`config.mk`:
```
export PLATFORM = sky130hd
export DESIGN_NAME = seq_stage_controller
export DESIGN_NICKNAME = d
export VERILOG_FILES = /design/src/rtl/seq_stage_controller.sv
export SDC_FILE = /design/constraint.sdc
export NUM_CORES = 1
export LEC_CHECK = 0
export BUFFER_PORTS_ARGS = -buffer_cell sky130_fd_sc_hd__buf_2
export CORE_MARGIN = 1.5
export CORE_UTILIZATION = 30
export DETAILED_ROUTE_END_ITERATION = 7
export GPL_TIMING_DRIVEN = 1
export PLACE_DENSITY = 0.52
export RECOVER_POWER = 25
export SETUP_SLACK_MARGIN = 0.5
export SLEW_MARGIN = 10
export SYNTH_ARGS = -nofsm -noshare
export SYNTH_HDL_FRONTEND = slang
export SYNTH_SLANG_ARGS = --single-unit
```
`constraint.sdc`:
```
create_clock -name clk -period 2.1 [get_ports clk]
set_clock_uncertainty 0.15 [all_clocks]
set_input_delay 0.105 -clock clk [delete_from_list [all_inputs] [get_ports clk]]
set_output_delay 0.105 -clock clk [all_outputs]
set_load 0.02 [all_outputs]
```
`src/rtl/seq_stage_controller.sv`:
```
// Multi-cycle sequencer for the Y86-64 SEQ datapath: one stage per cycle, a memory stage held on
// a req/ack handshake with timeout, architectural status tracking and retire/cycle counters.
module seq_stage_controller #(
  parameter int MEM_TIMEOUT = 15,
  parameter int CNT_W       = 32
) (
  input  logic             clk,
  input  logic             rst_n,
  input  logic             start,
  input  logic [3:0]       icode,
  input  logic             instr_valid,
  input  logic             imem_error,
  input  logic             mem_ack,
  input  logic             dmem_error,
  output logic             f_latch,
  output logic             d_latch,
  output logic             e_latch,
  output logic             cc_en,
  output logic             mem_req,
  output logic             mem_rd,
  output logic             mem_wr,
  output logic             wb_en,
  output logic             pc_en,
  output logic [2:0]       stat,
  output logic             busy,
  output logic             halted,
  output logic [CNT_W-1:0] instr_count,
  output logic [CNT_W-1:0] cycle_count
);

  localparam int TO_W = $clog2(MEM_TIMEOUT + 1);
  localparam logic [TO_W-1:0] TO_LAST = TO_W'(MEM_TIMEOUT - 1);

  localparam logic [2:0] STAT_AOK = 3'd1;
  localparam logic [2:0] STAT_HLT = 3'd2;
  localparam logic [2:0] STAT_ADR = 3'd3;
  localparam logic [2:0] STAT_INS = 3'd4;

  typedef enum logic [2:0] {
    IDLE, FETCH, DECODE, EXECUTE, MEMORY, WRITEBACK, PCUPD, HALT
  } stateT;

  stateT           state, nextState;
  logic [2:0]      nextStat;
  logic [3:0]      icodeLatch;
  logic [TO_W-1:0] timeoutCnt;
  logic            isMemOp, isReadOp, isWriteOp;

  assign isReadOp  = (icodeLatch == 4'h5) || (icodeLatch == 4'h9) || (icodeLatch == 4'hB);
  assign isWriteOp = (icodeLatch == 4'h4) || (icodeLatch == 4'h8) || (icodeLatch == 4'hA);
  assign isMemOp   = isReadOp || isWriteOp;

  always_ff @(posedge clk or negedge rst_n) begin
    if (!rst_n) state <= IDLE;
    else        state <= nextState;
  end

  // Status only changes on the transition into HALT, so it stays frozen afterwards.
  always_comb begin
    nextState = state;
    nextStat  = stat;
    case (state)
      IDLE:      if (start) nextState = FETCH;
      FETCH: begin
        if (imem_error) begin
          nextStat  = STAT_ADR;
          nextState = HALT;
        end else if (!instr_valid) begin
          nextStat  = STAT_INS;
          nextState = HALT;
        end else if (icode == 4'h0) begin
          nextStat  = STAT_HLT;
          nextState = HALT;
        end else begin
          nextState = DECODE;
        end
      end
      DECODE:    nextState = EXECUTE;
      EXECUTE:   nextState = isMemOp ? MEMORY : WRITEBACK;
      MEMORY: begin
        if (mem_ack) begin
          if (dmem_error) begin
            nextStat  = STAT_ADR;
            nextState = HALT;
          end else begin
            nextState = WRITEBACK;
          end
        end else if (timeoutCnt == TO_LAST) begin
          nextStat  = STAT_ADR;
          nextState = HALT;
        end
      end
      WRITEBACK: nextState = PCUPD;
      PCUPD:     nextState = FETCH;
      HALT:      nextState = HALT;
      default:   nextState = IDLE;
    endcase
  end

  always_comb begin
    f_latch = 1'b0;
    d_latch = 1'b0;
    e_latch = 1'b0;
    cc_en   = 1'b0;
    mem_req = 1'b0;
    mem_rd  = 1'b0;
    mem_wr  = 1'b0;
    wb_en   = 1'b0;
    pc_en   = 1'b0;
    busy    = 1'b1;
    halted  = 1'b0;
    case (state)
      IDLE:      busy = 1'b0;
      FETCH:     f_latch = 1'b1;
      DECODE:    d_latch = 1'b1;
      EXECUTE: begin
        e_latch = 1'b1;
        cc_en   = (icodeLatch == 4'h6);
      end
      MEMORY: begin
        mem_req = 1'b1;
        mem_rd  = isReadOp;
        mem_wr  = isWriteOp;
      end
      WRITEBACK: wb_en = 1'b1;
      PCUPD:     pc_en = 1'b1;
      HALT: begin
        busy   = 1'b0;
        halted = 1'b1;
      end
      default:   busy = 1'b0;
    endcase
  end

  // Timeout counter clears whenever we are not waiting on the data memory.
  always_ff @(posedge clk or negedge rst_n) begin
    if (!rst_n) begin
      stat        <= STAT_AOK;
      icodeLatch  <= 4'h0;
      timeoutCnt  <= '0;
      instr_count <= '0;
      cycle_count <= '0;
    end else begin
      stat <= nextStat;
      if (state == FETCH) icodeLatch <= icode;
      if (state == MEMORY && !mem_ack) timeoutCnt <= timeoutCnt + 1'b1;
      else                             timeoutCnt <= '0;
      if (pc_en) instr_count <= instr_count + CNT_W'(1);
      if (busy)  cycle_count <= cycle_count + CNT_W'(1);
    end
  end

endmodule

```
; Word level (Yosys, flattened, before mapping)
; Cells that the tools add are included.
[op_classes]
reduce_logical = 13
n_mux = 28
add_sub_neg = 3
eq_ne = 19
[ops]
columns = operator, n
row1 = $add A32 B1 Y32 const B, 2
row2 = $mux W3, 12
row3 = $pmux W3 S8, 1
row4 = $eq A4 B4 Y1 const B, 5
row5 = $eq A3 B3 Y1 const B, 4
row6 = $eq A4 B3 Y1 const B, 3
row7 = $mux W1, 12
row8 = $eq A3 B2 Y1 const B, 2
row9 = $ne A3 B3 Y1 const B, 2
row10 = $pmux W3 S2, 1
row11 = $logic_or A1 B1 Y1, 5
row12 = $add A4 B1 Y4 const B, 1
row13 = $logic_not A4 Y1, 1
row14 = $mux W4, 1
row15 = $ne A4 B4 Y1 const B, 1
row16 = $reduce_and A4 Y1, 1
row17 = $eq A3 B1 Y1 const B, 1
row18 = $logic_not A3 Y1, 1
row19 = $mux W2, 1
row20 = $ne A2 B2 Y1 const B, 1
row21 = $reduce_and A2 Y1, 1
row22 = $reduce_bool A2 Y1, 1
row23 = $reduce_or A2 Y1, 1
row24 = $logic_and A1 B1 Y1, 1
row25 = $logic_not A1 Y1, 1
[word_totals]
output_inout_bits = 78
in_bits = 11
regBits = 78

; Logic depth before layout (Yosys ltp)
; Gate-level depths: netlist of the first run.
[depth]
ltp_word = 6
mapped_depth = 7
depth_no_buf = 7

; Least setup slack after synthesis of the first run
; No wires, ideal clock.
[synth_path]
path_type = register to register
startpoint = reg state[2]
endpoint = reg cycle_count[1]
t_required_ns = 1.825
n_path_buf = 1
stages_incl_launch_ff = 6
arrival_ns = 1.694
synth_period_minus_slack_ns = 1.969
setup_time_ns = 0.125
path_slack_ns = 0.131
path_cell_list = dfrtp_1 buf_2 nand3_2 inv_1 a21oi_1 mux2_2
[synth_via]
elab_chain_len = 2
elab_cells_between_ends = 3
[synth_lines]
columns = item, line_no
row1 = from (decl), 43  ; stateT state, nextState;
row2 = from (signal assigned), 55  ; else state <= nextState;
row3 = $eq A3 B3 Y1 / $logic_not A3 Y1 (equally long branches), 112  ; case (state)
row4 = $reduce_or A2 Y1 (no source line) *, -
row5 = to (signal assigned), 149  ; if (busy) cycle_count <= cycle_count + CNT_W'(1);
row6 = to (decl), 28  ; output logic [CNT_W-1:0] cycle_count
; Mark *: on every way between the ends. The rest lies on a longest branch, timed or not.
; A chain may end at the register's enable or synchronous reset.

; Final worst setup path of the first run
[layout_path]
startpoint = reg cycle_count[0]
endpoint = reg cycle_count[16]
[layout_via]
elab_chain_len = 1
[layout_lines]
columns = item, line_no
row1 = $add A32 B1 Y32, 149
; Every way passes these cells.

==> results of run 1 <==
power breakdown:
| group | switching (mW) | internal, mW | total (mW) |
|---|---|---|---|
| Sequential | 0.255 | 1.74 | 2.00 |
| Clock | 0.620 | 0.948 | 1.57 |
| Combinational | 1.04 | 0.963 | 2.00 |
cell type report:
cell class	count	area, um2	area share (%)
inverter	9	36.28	0.6495
tap	143	178.9	3.203
timing repair buffer	154	1060	18.97
clock inverter	6	61.31	1.097
multi-input combinational	231	2029	36.33
clock buffer	10	239.0	4.278
sequential	78	1982	35.48
cells by family after synthesis:
family,share of synthesized area [%]
simple gates,22.44
fa+ha+maj,1.381
compound gates,2.625
mux,2.141
buf+inv,2.037
flops,53.90
xor+xnor,15.47
through the flow:
step	util, %	hold WS (ns)	setup slack (ns)	std cells	area, um2
2_1_floorplan	-	-0.3406	0.2897	325	3740
3_3_place_gp	37.56	-0.01711	0.1705	555	4362
3_5_place_dp	37.56	-0.02025	0.1004	555	4362
4_1_cts	45.88	0.02309	0.3459	622	5329
5_1_grt	48.10	0.1327	0.2666	631	5587
6_report	48.10	0.09107	0.3657	631	5587
worst max-delay path: cells and delay by family (launching register included):
| family | cells | cell delay (ns) |
|---|---|---|
| flip-flops | 1 | 0.39 |
| AND/OR/NAND/NOR | 2 | 0.62 |
| adder cells (fa/ha/maj) | 1 | 0.13 |
| AO/OA/AOI/OAI | 1 | 0.19 |
| XOR/XNOR | 1 | 0.14 |
path summary, 6_finish.rpt:
kind	to	slack, ns	depth (start not counted)
worst min-delay path	state[1]	0.09	5
max in group asynchronous	stat[0]	0.64	3
worst max register to register	cycle_count[16]	0.37	5
min in group asynchronous	cycle_count[31]	0.33	2
worst min register to register	instr_count[31]	0.32	1
worst max-delay path	cycle_count[16]	0.37	5
what timing repair did:
action | CTS | global route
gates resized for setup | 68 | 43
hold buffers | 8 | 0
endpoints found under the setup margin | 72 | 66
pin swaps | 33 | 31
buffers inserted | 43 | 9
hold endpoints to repair | 49 | 0
metal layers:
layer	wire, um	part of all wire (%)
met1	3891	44
met2	4451	50
met3	421	4.8
met4	76	0.86
met5	0	0
placed cells by master, fill, tap and decap left out, types with 3 or more instances in the layout:
cell type / count
nor2_1: 10
nor3_2: 4
xnor2_1: 42
dfrtp_1: 54
nand2_4: 4
dfrtp_2: 23
clkbuf_16: 9
o21ai_0: 5
nand3_2: 4
and2_1: 3
nand3_1: 19
mux2_4: 5
xor2_1: 19
nand2_2: 4
xnor2_2: 3
nor3_4: 5
and2_4: 3
and3_1: 8
inv_1: 8
buf_2: 78
buf_6: 16
ha_1: 3
nand4_1: 10
buf_4: 48
dlygate4sd3_1: 8
nand3_4: 4
and3_4: 7
clkinv_2: 3
nor2_4: 11
nand2_1: 18
registers in the layout, indices dropped and copies added, names as in the netlist:
signal / count
icodeLatch: 4
instr_count: 32
state: 3
cycle_count: 32
stat: 3
timeoutCnt: 4
==> summary.txt, run 1 <==
Global routing
  • Remaining Overflow, GRT: 0
  • Routing usage on met3: 5.088%
  • Met2 Use GR: 23.41%
  • Number of global-route vias before repair: 2959
  • Total GRT Usage: 14.57%
  • Initial antenna violation count: 0
  • First-pass GRT wire length: 14630 um
  • Largest net degree at the start of global routing: 41
  • Met1 Resource Use GR: 18.58%
  • Busiest layer in global routing: met2

Layout
  • P&R area growth vs syn: 54.18%
  • # diodes: 0
  • Fill cells: 1080
  • Total Nets Final: 498
  • Share of cells above drive strength 1: 54.30%

Power and ir drop
  • Peak VDD IR: 0.0007865 V
  • Pwr dens: 995.9 mW/mm2
  • Leak pwr: 2.786 nW
  • Power Total: 5.564 mW

Setup path
  • Critical Path AT: 1.81 ns
  • Crit-path cells: ha_4, o31a_1, nand2_4, or4_4, xnor2_2
  • CP endpoint kind: flip-flop
  • Worst path max stage delay: 0.53 ns
  • Worst R2R Start: cycle_count[0]
  • CP startpoint kind: flip-flop
  • CP Class: reg -> reg
  • Critical-path top delay cell: or4_4
  • CP Launch Point: cycle_count[0]
  • WP data required: 2.17 ns
  • CP Max Fanout: 4

Synthesis
  • Sequential area share after synthesis: 53.90%
  • Top cell type by total area after synthesis: dfrtp_1
  • Main synth FF type: dfrtp_1
  • Synth top cells by count: dfrtp_1, xnor2_1, nand2_1, nand3_1, nor2_1
  • Yosys top cell area share: 53.18%
  • Mapped Area: 0.003623 mm2
  • Synth cell types: 41
  • Ys Warns: 0
  • Asr flop ratio synth: 100.0%
  • Number of synthesized flops with an enable pin: 0
  • Mapped Cells: 325
  • Synth top area cells: dfrtp_1, xnor2_1, xor2_1
  • Yosys reg bits: 78
  • Most frequent cell after synthesis: dfrtp_1
  • Avg Inst Size Synth: 11.15 um2
  • Mapped Nets: 340

STA
  • # setup viols final: 0
  • Pins Over Slew Limit: 0
  • Final Cycle Share: 82.59%
  • Setup TNS: 0 ns
  • RSZ-0062 raised after global routing: true
  • Least-Margin Pin Slew: 1.038 ns
  • Fin crit period: 1.734 ns
  • Final Hold Fails: 0
  • Slew margin rel.: 30.82%
  • Fmax: 576.6 MHz

Detailed routing
  • Antenna viol nets, final: 0
  • DRT iter0 DRCs: 80
  • WL final: 8841 um
  • Post-route DRC: 0
  • Via density: 4.664
  • DR pass1 iterations: 4
  • Routed length per instance: 14.01 um
  • Via count: 2943

Floorplanning
  • Die Y-Extent: 112.9 um
  • I/O Pins: 89
  • Die area: 0.01275 mm2
  • Core region area: 0.01161 mm2
  • Die Width: 112.9 um
  • Starting density of the core: 31.20%
  • # rows: 39

Clock tree
  • CTS Sinks: 78
  • Root buf cell: clkbuf_16
  • CTS tree: built
  • Num CTS Buffers: 9
  • Htree depth: 3
  • Clk slew on worst S/H paths: 0.06 ns
  • Max clock buf depth: 2
  • Worst-skew pair later-pin latency: 0.33 ns

Flow run
  • Max Cap Viol: 0

Placed design
  • GP Congestion: 0.7626
  • Dpl hpwl: 5778 um
  • Port-buffer cells: 88

Min path
  • Hold/Removal Path Class: in -> reg
  • Min-delay src: start

Outcome
  • Run status: finished clean
Note: power is estimated with default switching activity, not from simulation.
==> run 2: changes to the inputs <==
Clock period 2.1 ns to 1.8 ns, I/O delays scaled along.
==> summary.txt, run 2 (same netlist as run 1, synthesis figures left out) <==
Detailed routing
  • DRT iter0 DRCs: 97
  • Routed length per instance: 14.26 um
  • Via count: 3101
  • DR pass1 iterations: 4
  • Post-route DRC: 0
  • Antenna viol nets, final: 0
  • Via density: 4.734
  • WL final: 9338 um

Clock tree
  • Max clock buf depth: 2
  • CTS Sinks: 78
  • CTS tree: built
  • Root buf cell: clkbuf_16
  • Htree depth: 3
  • Num CTS Buffers: 9
  • Worst-skew pair later-pin latency: 0.34 ns
  • Clk slew on worst S/H paths: 0.06 ns

Placed design
  • Dpl hpwl: 6036 um
  • Post-DP Area: 0.004678 mm2
  • Port-buffer cells: 88
  • Placed Cells: 582
  • Place WS: 0.005469 ns
  • GP Congestion: 0.7795

Global routing
  • Number of global-route vias before repair: 2937
  • Met1 Resource Use GR: 19.08%
  • Busiest layer in global routing: met2
  • Total GRT Usage: 14.76%
  • Initial antenna violation count: 0
  • Remaining Overflow, GRT: 0
  • Met2 Use GR: 23.21%
  • Routing usage on met3: 4.874%
  • Largest net degree at the start of global routing: 56
  • First-pass GRT wire length: 14840 um

STA
  • Fin crit period: 1.778 ns
  • # setup viols final: 0
  • Fmax: 562.5 MHz
  • Final hold slack: 0.03111 ns
  • PnR worst setup slack: 0.02231 ns
  • Setup TNS: 0 ns
  • RSZ-0062 raised after global routing: true
  • Pins Over Slew Limit: 0
  • Final Cycle Share: 98.76%
  • Final Hold Fails: 0
  • Slew margin rel.: 56.52%
  • Least-Margin Pin Slew: 0.6523 ns

Setup path
  • CP endpoint kind: flip-flop
  • WP data required: 1.87 ns
  • Top delay family on crit path: simple AND/OR/NAND/NOR gates
  • CP Max Fanout: 4
  • Worst R2R Start: cycle_count[0]
  • Crit path buffers/inverters: 0
  • Crit-path cells: ha_4, o31a_1, nand2_4, or4_4, xnor2_2
  • CP Class: reg -> reg
  • Critical Path AT: 1.85 ns
  • Critical-path top delay cell: or4_4
  • CP startpoint kind: flip-flop
  • Worst path max stage delay: 0.53 ns
  • CP Launch Point: cycle_count[0]

Layout
  • Most common cell after layout, fill and taps aside: buf_2
  • # diodes: 0
  • Fill cells: 1016
  • Total Nets Final: 522
  • Final design utilization: 53.09%
  • Fin area: 0.006166 mm2
  • Share of cells above drive strength 1: 64.65%
  • P&R area growth vs syn: 70.17%
  • Final std cells w/o fill: 655
  • Largest regs: cycle_count: 32 flops, instr_count: 32 flops
  • Commonest cells after routing, fill and taps aside: buf_2, buf_6, dfrtp_1

Power and ir drop
  • Pwr dens: 1185 mW/mm2
  • Peak VDD IR: 0.0007285 V
  • Leak pwr: 3.077 nW
  • Power Total: 7.306 mW

Floorplanning
  • I/O Pins: 89
  • # rows: 39
  • Die Y-Extent: 112.9 um
  • Die Width: 112.9 um
  • Die area: 0.01275 mm2
  • Starting density of the core: 31.20%
  • Core region area: 0.01161 mm2

Min path
  • Min-delay src: start
  • Hold/Removal Path Class: in -> reg

Flow run
  • Max Cap Viol: 0

Outcome
  • Run status: finished clean
[run 2: cell count changes in the layout (fill, tap and decap cells not counted), sizes merged]
| cell | delta |
|---|---|
| buf | +26 |
| clkbuf | +2 |
| clkinv | -2 |
| clkinvlp | -1 |
| dlygate4sd3 | -1 |
[run 2: final timing paths]
kind,slack [ns],to,cells after the start
max,0.02,cycle_count[16],5
min,0.03,state[1],5
max in group asynchronous,0.37,cycle_count[11],3
min in group asynchronous,0.16,instr_count[17],2
max reg2reg,0.02,cycle_count[16],5
min reg2reg,0.31,instr_count[31],1
[run 2: tightest hold or removal path, stage by stage]
cell and delay (ns):
buf_2 0.10, nor2_4 0.04, a21oi_2 0.10, nor3_2 0.05
nor2_1 0.08
[run 2: layout make-up]
cell class / instances / area, um2 / share of cell area, %
Clock buffer: 13 / 260.3 / 4.221
Clock inverter: 3 / 43.79 / 0.7102
Inverter: 9 / 41.29 / 0.6696
Multi-Input combinational cell: 231 / 2232 / 36.20
Sequential cell: 78 / 1983 / 32.16
Tap cell: 143 / 178.9 / 2.902
Timing Repair Buffer: 178 / 1426 / 23.13
[run 2: power breakdown]
part           internal [mW]  switching [mW]
logic                   1.66            1.46
registers               2.03           0.303
clock network           1.15           0.701
[run 2: per-layer routing]
metal | wire (um) | up-vias
met1 | 4128 | 1528
met4 | 142 | 0
li1 | - | 1490
met2 | 4624 | 70
met5 | 0 | -
met3 | 442 | 13
[run 2: repair_timing]
| action | in CTS | in global routing |
|---|---|---|
| setup endpoints to repair | 90 | 96 |
| hold endpoints to repair | 84 | 0 |
| cloned | 0 | 0 |
| resized for setup | 73 | 110 |
| pin swaps | 43 | 48 |
| hold buffers | 7 | 0 |
| buffers inserted | 22 | 28 |
